==> src/rtl/video_pkg.sv <==
// video_pkg: shared constants and helpers for the video timing generator.
//   - Default 320x240 raster timing (H_TOTAL 400, V_TOTAL 262).
//   - total_len(): line/frame length from active + porches + sync.
//   - in_window(): half-open [lo, hi) position compare, shared by the
//     sync and blanking decode.
package video_pkg;

  localparam int DEF_H_ACTIVE = 320;
  localparam int DEF_H_FP     = 8;
  localparam int DEF_H_SYNC   = 32;
  localparam int DEF_H_BP     = 40;
  localparam int DEF_V_ACTIVE = 240;
  localparam int DEF_V_FP     = 3;
  localparam int DEF_V_SYNC   = 3;
  localparam int DEF_V_BP     = 16;

  function automatic int total_len(input int active, input int fp,
                                   input int sync, input int bp);
    return active + fp + sync + bp;
  endfunction

  localparam int DEF_H_TOTAL = total_len(DEF_H_ACTIVE, DEF_H_FP, DEF_H_SYNC, DEF_H_BP);
  localparam int DEF_V_TOTAL = total_len(DEF_V_ACTIVE, DEF_V_FP, DEF_V_SYNC, DEF_V_BP);

  function automatic logic in_window(input int pos, input int lo, input int hi);
    return (pos >= lo) && (pos < hi);
  endfunction

endpackage

==> src/rtl/video_ce_gen.sv <==
// video_ce_gen: pixel clock-enable generator.
//   clk_sys    in  master clock (4x or 2x pixel rate)
//   reset_n    in  asynchronous active-low reset
//   ce_divider in  0: ce_pix every 4th clk_sys, 1: every 2nd clk_sys
//   ce_pix     out registered one-cycle pixel enable
//   ce_next    out value ce_pix takes at the next clk_sys edge, so that
//                  companion registers can pulse in step with ce_pix
module video_ce_gen (
  input  logic clk_sys,
  input  logic reset_n,
  input  logic ce_divider,
  output logic ce_pix,
  output logic ce_next
);

  logic [1:0] div;
  logic [1:0] div_next;

  // The divider free-runs through a rate change; div == 3 always has an odd
  // value, so switching modes can neither drop nor double a pulse.
  always_comb begin
    div_next = div + 2'd1;
    ce_next  = ce_divider ? div_next[0] : (div_next == 2'd3);
  end

  always_ff @(posedge clk_sys or negedge reset_n) begin
    if (!reset_n) begin
      div    <= 2'd0;
      ce_pix <= 1'b0;
    end else begin
      div    <= div_next;
      ce_pix <= ce_next;
    end
  end

endmodule

==> src/rtl/video_timing_gen.sv <==
// video_timing_gen: source-side raster timing generator.
//   clk_sys, reset_n     master clock, asynchronous active-low reset
//   ce_divider           pixel rate select (0: clk_sys/4, 1: clk_sys/2)
//   R_in, G_in, B_in     core colour for the position on hcnt/vcnt
//   ce_pix               pixel clock enable
//   hcnt, vcnt           raster position requested from the core
//   new_frame            one-cycle pulse with the ce_pix consuming (0,0)
//   R, G, B              registered colour, zero while blanked
//   HSync, VSync         active-low syncs
//   HBlank, VBlank       high outside the active area
// Outputs for position (h,v) appear one ce_pix period after hcnt/vcnt
// present (h,v); the core has until the next ce_pix to supply the colour.
module video_timing_gen
  import video_pkg::*;
#(
  parameter int COLOR_DEPTH = 6,
  parameter int HCNT_WIDTH  = 10,
  parameter int VCNT_WIDTH  = 10,
  parameter int H_ACTIVE    = DEF_H_ACTIVE,
  parameter int H_FP        = DEF_H_FP,
  parameter int H_SYNC      = DEF_H_SYNC,
  parameter int H_BP        = DEF_H_BP,
  parameter int V_ACTIVE    = DEF_V_ACTIVE,
  parameter int V_FP        = DEF_V_FP,
  parameter int V_SYNC      = DEF_V_SYNC,
  parameter int V_BP        = DEF_V_BP
) (
  input  logic                   clk_sys,
  input  logic                   reset_n,
  input  logic                   ce_divider,
  input  logic [COLOR_DEPTH-1:0] R_in,
  input  logic [COLOR_DEPTH-1:0] G_in,
  input  logic [COLOR_DEPTH-1:0] B_in,
  output logic                   ce_pix,
  output logic [HCNT_WIDTH-1:0]  hcnt,
  output logic [VCNT_WIDTH-1:0]  vcnt,
  output logic                   new_frame,
  output logic [COLOR_DEPTH-1:0] R,
  output logic [COLOR_DEPTH-1:0] G,
  output logic [COLOR_DEPTH-1:0] B,
  output logic                   HSync,
  output logic                   VSync,
  output logic                   HBlank,
  output logic                   VBlank
);

  localparam int H_TOTAL  = total_len(H_ACTIVE, H_FP, H_SYNC, H_BP);
  localparam int V_TOTAL  = total_len(V_ACTIVE, V_FP, V_SYNC, V_BP);
  localparam int HS_START = H_ACTIVE + H_FP;
  localparam int HS_END   = HS_START + H_SYNC;
  localparam int VS_START = V_ACTIVE + V_FP;
  localparam int VS_END   = VS_START + V_SYNC;

  if (COLOR_DEPTH < 1 || COLOR_DEPTH > 6) begin : g_bad_depth
    $error("video_timing_gen: COLOR_DEPTH must be 1..6");
  end
  if (H_TOTAL >= (1 << HCNT_WIDTH) || V_TOTAL >= (1 << VCNT_WIDTH)) begin : g_bad_width
    $error("video_timing_gen: counter width too small for raster total");
  end
  if (H_ACTIVE < 1 || H_FP < 1 || H_SYNC < 1 || H_BP < 1 ||
      V_ACTIVE < 1 || V_FP < 1 || V_SYNC < 1 || V_BP < 1) begin : g_bad_timing
    $error("video_timing_gen: every timing interval must be at least 1");
  end

  logic ce_next;
  logic h_last, v_last, frame_start;
  logic hblank_next, vblank_next, hsync_next, vsync_next, active;

  video_ce_gen u_ce_gen (
    .clk_sys    (clk_sys),
    .reset_n    (reset_n),
    .ce_divider (ce_divider),
    .ce_pix     (ce_pix),
    .ce_next    (ce_next)
  );

  // Decode from the position currently presented (pre-increment).
  always_comb begin
    h_last      = (hcnt == HCNT_WIDTH'(H_TOTAL - 1));
    v_last      = (vcnt == VCNT_WIDTH'(V_TOTAL - 1));
    frame_start = (hcnt == '0) && (vcnt == '0);
    hblank_next = in_window(int'(hcnt), H_ACTIVE, H_TOTAL);
    vblank_next = in_window(int'(vcnt), V_ACTIVE, V_TOTAL);
    hsync_next  = ~in_window(int'(hcnt), HS_START, HS_END);
    vsync_next  = ~in_window(int'(vcnt), VS_START, VS_END);
    active      = ~hblank_next & ~vblank_next;
  end

  always_ff @(posedge clk_sys or negedge reset_n) begin
    if (!reset_n) begin
      hcnt <= '0;
      vcnt <= '0;
    end else if (ce_pix) begin
      if (h_last) begin
        hcnt <= '0;
        vcnt <= v_last ? '0 : vcnt + 1'b1;
      end else begin
        hcnt <= hcnt + 1'b1;
      end
    end
  end

  // new_frame is registered from ce_next so it lands in the same cycle as
  // ce_pix; hcnt/vcnt cannot move on that edge because ce_pix is never high
  // two cycles running.
  always_ff @(posedge clk_sys or negedge reset_n) begin
    if (!reset_n) begin
      new_frame <= 1'b0;
      R         <= '0;
      G         <= '0;
      B         <= '0;
      HSync     <= 1'b1;
      VSync     <= 1'b1;
      HBlank    <= 1'b1;
      VBlank    <= 1'b1;
    end else begin
      new_frame <= ce_next & frame_start;
      if (ce_pix) begin
        HBlank <= hblank_next;
        VBlank <= vblank_next;
        HSync  <= hsync_next;
        VSync  <= vsync_next;
        R      <= active ? R_in : '0;
        G      <= active ? G_in : '0;
        B      <= active ? B_in : '0;
      end
    end
  end

endmodule

==> config.mk <==
export PLATFORM = sky130hd
export DESIGN_NAME = video_timing_gen
export DESIGN_NICKNAME = d
export VERILOG_FILES = /design/src/rtl/video_pkg.sv /design/src/rtl/video_ce_gen.sv /design/src/rtl/video_timing_gen.sv
export SDC_FILE = /design/constraint.sdc
export NUM_CORES = 1
export LEC_CHECK = 0
export ABC_AREA = 1
export BUFFER_PORTS_ARGS = -buffer_cell sky130_fd_sc_hd__clkbuf_2
export CAP_MARGIN = 25
export CELL_PAD_IN_SITES_DETAIL_PLACEMENT = 0
export CELL_PAD_IN_SITES_GLOBAL_PLACEMENT = 1
export CORE_MARGIN = 5
export CORE_UTILIZATION = 38
export CTS_CLUSTER_DIAMETER = 30
export CTS_CLUSTER_SIZE = 30
export DETAILED_ROUTE_END_ITERATION = 8
export GPL_TIMING_DRIVEN = 0
export PLACE_DENSITY = 0.77
export SYNTH_ARGS = -nofsm -noshare
export SYNTH_HDL_FRONTEND = slang
export SYNTH_HIERARCHICAL = 1
export SYNTH_SLANG_ARGS = --single-unit
export TNS_END_PERCENT = 1
==> constraint.sdc <==
create_clock -name clk_sys -period 2.1 [get_ports clk_sys]
set_clock_uncertainty 0.2 [all_clocks]
set_input_delay 0 -clock clk_sys [delete_from_list [all_inputs] [get_ports clk_sys]]
set_output_delay 0 -clock clk_sys [all_outputs]
set_load 0.02 [all_outputs]
==> tab_implementation.tex <==
\begin{tabular}{lr}
\hline
Metric & Value \\
\hline
\multicolumn{2}{l}{\textbf{Die}} \\
\quad Die area & 8030 µm² \\
\quad Die W & 89.6 µm \\
\quad \# IOs & 65 \\
\quad Cell row count & 29 \\
\quad Die outline height & 89.6 µm \\
\quad Starting Density & 0.386 \\
\quad Core area & 6240 µm² \\
\multicolumn{2}{l}{\textbf{Flow run}} \\
\quad Number of maximum-capacitance constraint violations & 0 \\
\multicolumn{2}{l}{\textbf{Power}} \\
\quad Peak VDD IR & 0.442 mV \\
\quad Leakage & 1.68 nW \\
\quad Pwr/cell area & 657 nW/µm² \\
\multicolumn{2}{l}{\textbf{Clocking}} \\
\quad Resized cells post-CTS & 0 \\
\quad Number of buffers added by the clock tree synthesis step & 5 \\
\quad CTS root buf & sky130\_fd\_sc\_hd\_\_clkbuf\_8 \\
\quad Clk sink count & 46 \\
\quad CTS max path bufs & 2 \\
\quad Skew-Pair Late Insertion Delay & 0.30 ns \\
\quad Clock tree from TritonCTS & built \\
\quad Clock input transition at the sequential cells of the worst setup and hold paths & 0.09 ns \\
\quad \# H-tree levels & 2 \\
\quad Buffer count from post-CTS setup fixing & 0 \\
\multicolumn{2}{l}{\textbf{Timing}} \\
\quad Worst relative slew slack & 0.596 \\
\quad Hold Violations, Final & 2 \\
\quad Setup ws final & 0.333 ns \\
\quad Final Critical Period & 1.77 ns \\
\quad Final setup violating endpoints & 0 \\
\quad Transition at the pin with the smallest max-transition slack & 0.605 ns \\
\quad Final worst path period share & 0.841 \\
\quad Worst-case hold slack & -0.00446 ns \\
\quad Final Max Slew Viols & 0 \\
\quad Final-layout setup total negative slack & 0 ns \\
\quad Fmax achieved & 566 MHz \\
\quad RSZ-0062 raised after global routing & no \\
\multicolumn{2}{l}{\textbf{Status}} \\
\quad Violations in the final reports & negative hold slack \\
\quad Status & finished, violations left \\
\multicolumn{2}{l}{\textbf{Worst setup path}} \\
\quad Class of the most critical setup path & reg2reg \\
\quad Worst-path fanout max & 9 \\
\quad Category of the worst setup path launch point & flip-flop \\
\quad Kind of end point of the critical path & flip-flop \\
\quad Worst reg-to-reg setup slack & 0.33 ns \\
\quad Required time at the worst-slack endpoint & 2.09 ns \\
\quad WP data arrival & 1.76 ns \\
\multicolumn{2}{l}{\textbf{Route}} \\
\quad Via density per instance & 4.71 \\
\quad Antenna-violating nets left & 0 \\
\quad Number of violations reported at the end of detailed-routing iteration 0 & 45 \\
\quad Drt pass-1 iters & 4 \\
\quad DR DRC count & 0 \\
\quad Via count & 2175 \\
\quad WL per Instance & 13.1 µm \\
\quad Wire length after detailed routing & 6.07 mm \\
\multicolumn{2}{l}{\textbf{Placement}} \\
\quad Inst Count DP & 433 \\
\quad Post-placement setup slack & 0.308 ns \\
\quad Count of input and output buffers & 64 \\
\quad HPWL Detailed & 4.46 mm \\
\quad Final Wtd Congestion & 0.816 \\
\multicolumn{2}{l}{\textbf{Global route}} \\
\quad Antenna violations before repair & 0 \\
\quad Vias in the first global route & 2157 \\
\quad First-pass GRT wire length & 9.94 mm \\
\quad Pin count of the biggest net entering global routing & 35 \\
\quad Total track usage & 0.160 \\
\quad Total gr overflow & 0 \\
\multicolumn{2}{l}{\textbf{Layout}} \\
\quad Proportion of layout cells with a drive suffix above 1 & 0.273 \\
\quad Final Non-Filler Cells & 462 \\
\quad Antenna diode count & 0 \\
\quad Utilization after layout & 0.504 \\
\quad Layout overhead on the synthesized area & 30.4\% \\
\quad Net total in the final layout & 411 \\
\multicolumn{2}{l}{\textbf{Logic synthesis}} \\
\quad Mapped cell area & 2410 µm² \\
\quad Net count of the mapped netlist & 318 \\
\quad Gate count of the mapped netlist & 291 \\
\quad Sequential fraction of the synthesis area & 0.480 \\
\quad Count of synthesis-stage warnings from yosys & 6 \\
\quad Post-Syn Area per Cell & 8.28 µm² \\
\quad Number of different library cells in the post-synthesis netlist & 31 \\
\quad Seq cells post-synth & 46 \\
\multicolumn{2}{l}{\textbf{Min path}} \\
\quad Path category of the worst min-delay check & in2async \\
\hline
\end{tabular}
==> report_power, final <==
part / switching (mW) / internal (mW)
clock network: 0.307 / 0.235
registers: 0.0780 / 0.960
logic: 0.300 / 0.184
total: 0.684 / 1.38
==> cell type report <==
class                           count  area [µm²]
Clock buffer                        6        72.6
Clock inverter                      2        13.8
Timing Repair Buffer               86         551
Tap cell                           77        96.3
Multi-Input combinational cell    206        1080
Inverter                           33         124
Sequential cell                    46        1160
Buffer                              6        46.3
Fill cell                         646        3100
==> through the flow <==
step | hold WS, ns | total power, mW | instance area (µm²)
2_1_floorplan | -0.496 | 1.34 | 2410
6_report | -0.00446 | 2.06 | 3140
3_3_place_gp | 0.0304 | 1.50 | 2830
3_5_place_dp | -0.263 | 1.52 | 2850
4_1_cts | 0.0173 | 2.10 | 3140
5_1_grt | 0.0358 | 2.19 | 3140
==> registers in the layout, summed over array words and instances (netlist names) <==
name and count:
VBlank 1, HBlank 1, u_ce_gen/ce_pix 1, R 6, hcnt 10, VSync 1
u_ce_gen/div 2, G 6, B 6, new_frame 1, vcnt 10, HSync 1
==> worst paths after layout <==
check / start / end / cells after the start
hold reg to reg: u_ce_gen/div[0] / u_ce_gen/div[0] / 1
setup / recovery: vcnt[0] / vcnt[8] / 8
hold / removal: reset_n / hcnt[3] / 3
max in group asynchronous: reset_n / vcnt[6] / 3
min in group clk_sys: u_ce_gen/div[0] / u_ce_gen/div[0] / 1
setup reg to reg: vcnt[0] / vcnt[8] / 8
==> synth_stat cells <==
cell type,number,area share
sky130_fd_sc_hd__inv_2,4,0.0062
sky130_fd_sc_hd__nor2_8,1,0.0083
sky130_fd_sc_hd__nand3_1,33,0.069
sky130_fd_sc_hd__ha_1,6,0.031
sky130_fd_sc_hd__nand4_4,1,0.0088
sky130_fd_sc_hd__inv_1,29,0.045
sky130_fd_sc_hd__nor2_1,24,0.037
sky130_fd_sc_hd__nand2_2,1,0.0026
sky130_fd_sc_hd__a21oi_1,1,0.0021
sky130_fd_sc_hd__o21ai_0,5,0.010
sky130_fd_sc_hd__nor2_2,6,0.016
sky130_fd_sc_hd__buf_2,1,0.0021
sky130_fd_sc_hd__xor2_1,8,0.029
sky130_fd_sc_hd__nor2_4,3,0.014
sky130_fd_sc_hd__nand3b_1,1,0.0031
sky130_fd_sc_hd__nand2_1,90,0.14
sky130_fd_sc_hd__nand4_1,6,0.016
sky130_fd_sc_hd__or2_2,1,0.0026
sky130_fd_sc_hd__o211a_1,1,0.0042
sky130_fd_sc_hd__o22a_1,1,0.0036
sky130_fd_sc_hd__nand3_2,4,0.017
sky130_fd_sc_hd__o21ai_1,1,0.0021
sky130_fd_sc_hd__dfrtp_1,42,0.44
sky130_fd_sc_hd__and3_1,2,0.0052
sky130_fd_sc_hd__dfstp_2,4,0.044
sky130_fd_sc_hd__nand2_4,1,0.0047
sky130_fd_sc_hd__a31oi_1,1,0.0026
sky130_fd_sc_hd__nor3_1,5,0.010
sky130_fd_sc_hd__buf_6,3,0.014
sky130_fd_sc_hd__clkbuf_1,2,0.0031
sky130_fd_sc_hd__o21ai_2,3,0.011
==> timing repair <==
action	4_1_cts	5_1_grt
setup endpoints to repair	0	0
endpoints found under the hold margin	65	0
hold buffers	21	0
==> critical path, cell delays in order (launching register included) <==
cell and delay [ns]:
sky130_fd_sc_hd__dfrtp_1 0.54, sky130_fd_sc_hd__ha_1 0.29, sky130_fd_sc_hd__inv_1 0.10, sky130_fd_sc_hd__nor2_1 0.21, sky130_fd_sc_hd__nand2_1 0.08, sky130_fd_sc_hd__nand2_1 0.06, sky130_fd_sc_hd__nand2_1 0.05, sky130_fd_sc_hd__nand3_1 0.07
sky130_fd_sc_hd__nand2_1 0.06
==> per-layer routing <==
| layer | GRT usage | up-vias | wire (µm) |
|---|---|---|---|
| li1 | - | 1105 | - |
| met1 | 0.209 | 1018 | 2720 |
| met2 | 0.267 | 44 | 3050 |
| met3 | 0.0310 | 8 | 224 |
| met4 | 0.0514 | 0 | 70 |
| met5 | 0 | - | 0 |
==> kinds of logic after synthesis <==
group                      share of synthesized area
and+or+nand+nor                                0.354
DFF                                            0.480
buffers and inverters                         0.0706
AOI/OAI and AO/OA                             0.0358
xor gates and xnor gates                      0.0291
adders and majority gates                     0.0312
==> layout by cell type (no fill, tap or decap), types with 5 or more instances in the layout <==
master / instances
sky130_fd_sc_hd__nand2_1: 90
sky130_fd_sc_hd__clkbuf_2: 64
sky130_fd_sc_hd__dfrtp_1: 42
sky130_fd_sc_hd__nand3_1: 33
sky130_fd_sc_hd__inv_1: 29
sky130_fd_sc_hd__nor2_1: 24
sky130_fd_sc_hd__dlygate4sd3_1: 21
sky130_fd_sc_hd__xor2_1: 8
sky130_fd_sc_hd__nor2_2: 6
sky130_fd_sc_hd__nand4_1: 6
sky130_fd_sc_hd__ha_1: 6
sky130_fd_sc_hd__nor3_1: 5
sky130_fd_sc_hd__o21ai_0: 5
sky130_fd_sc_hd__clkbuf_8: 5
Note: power is estimated with default switching activity, not from simulation.
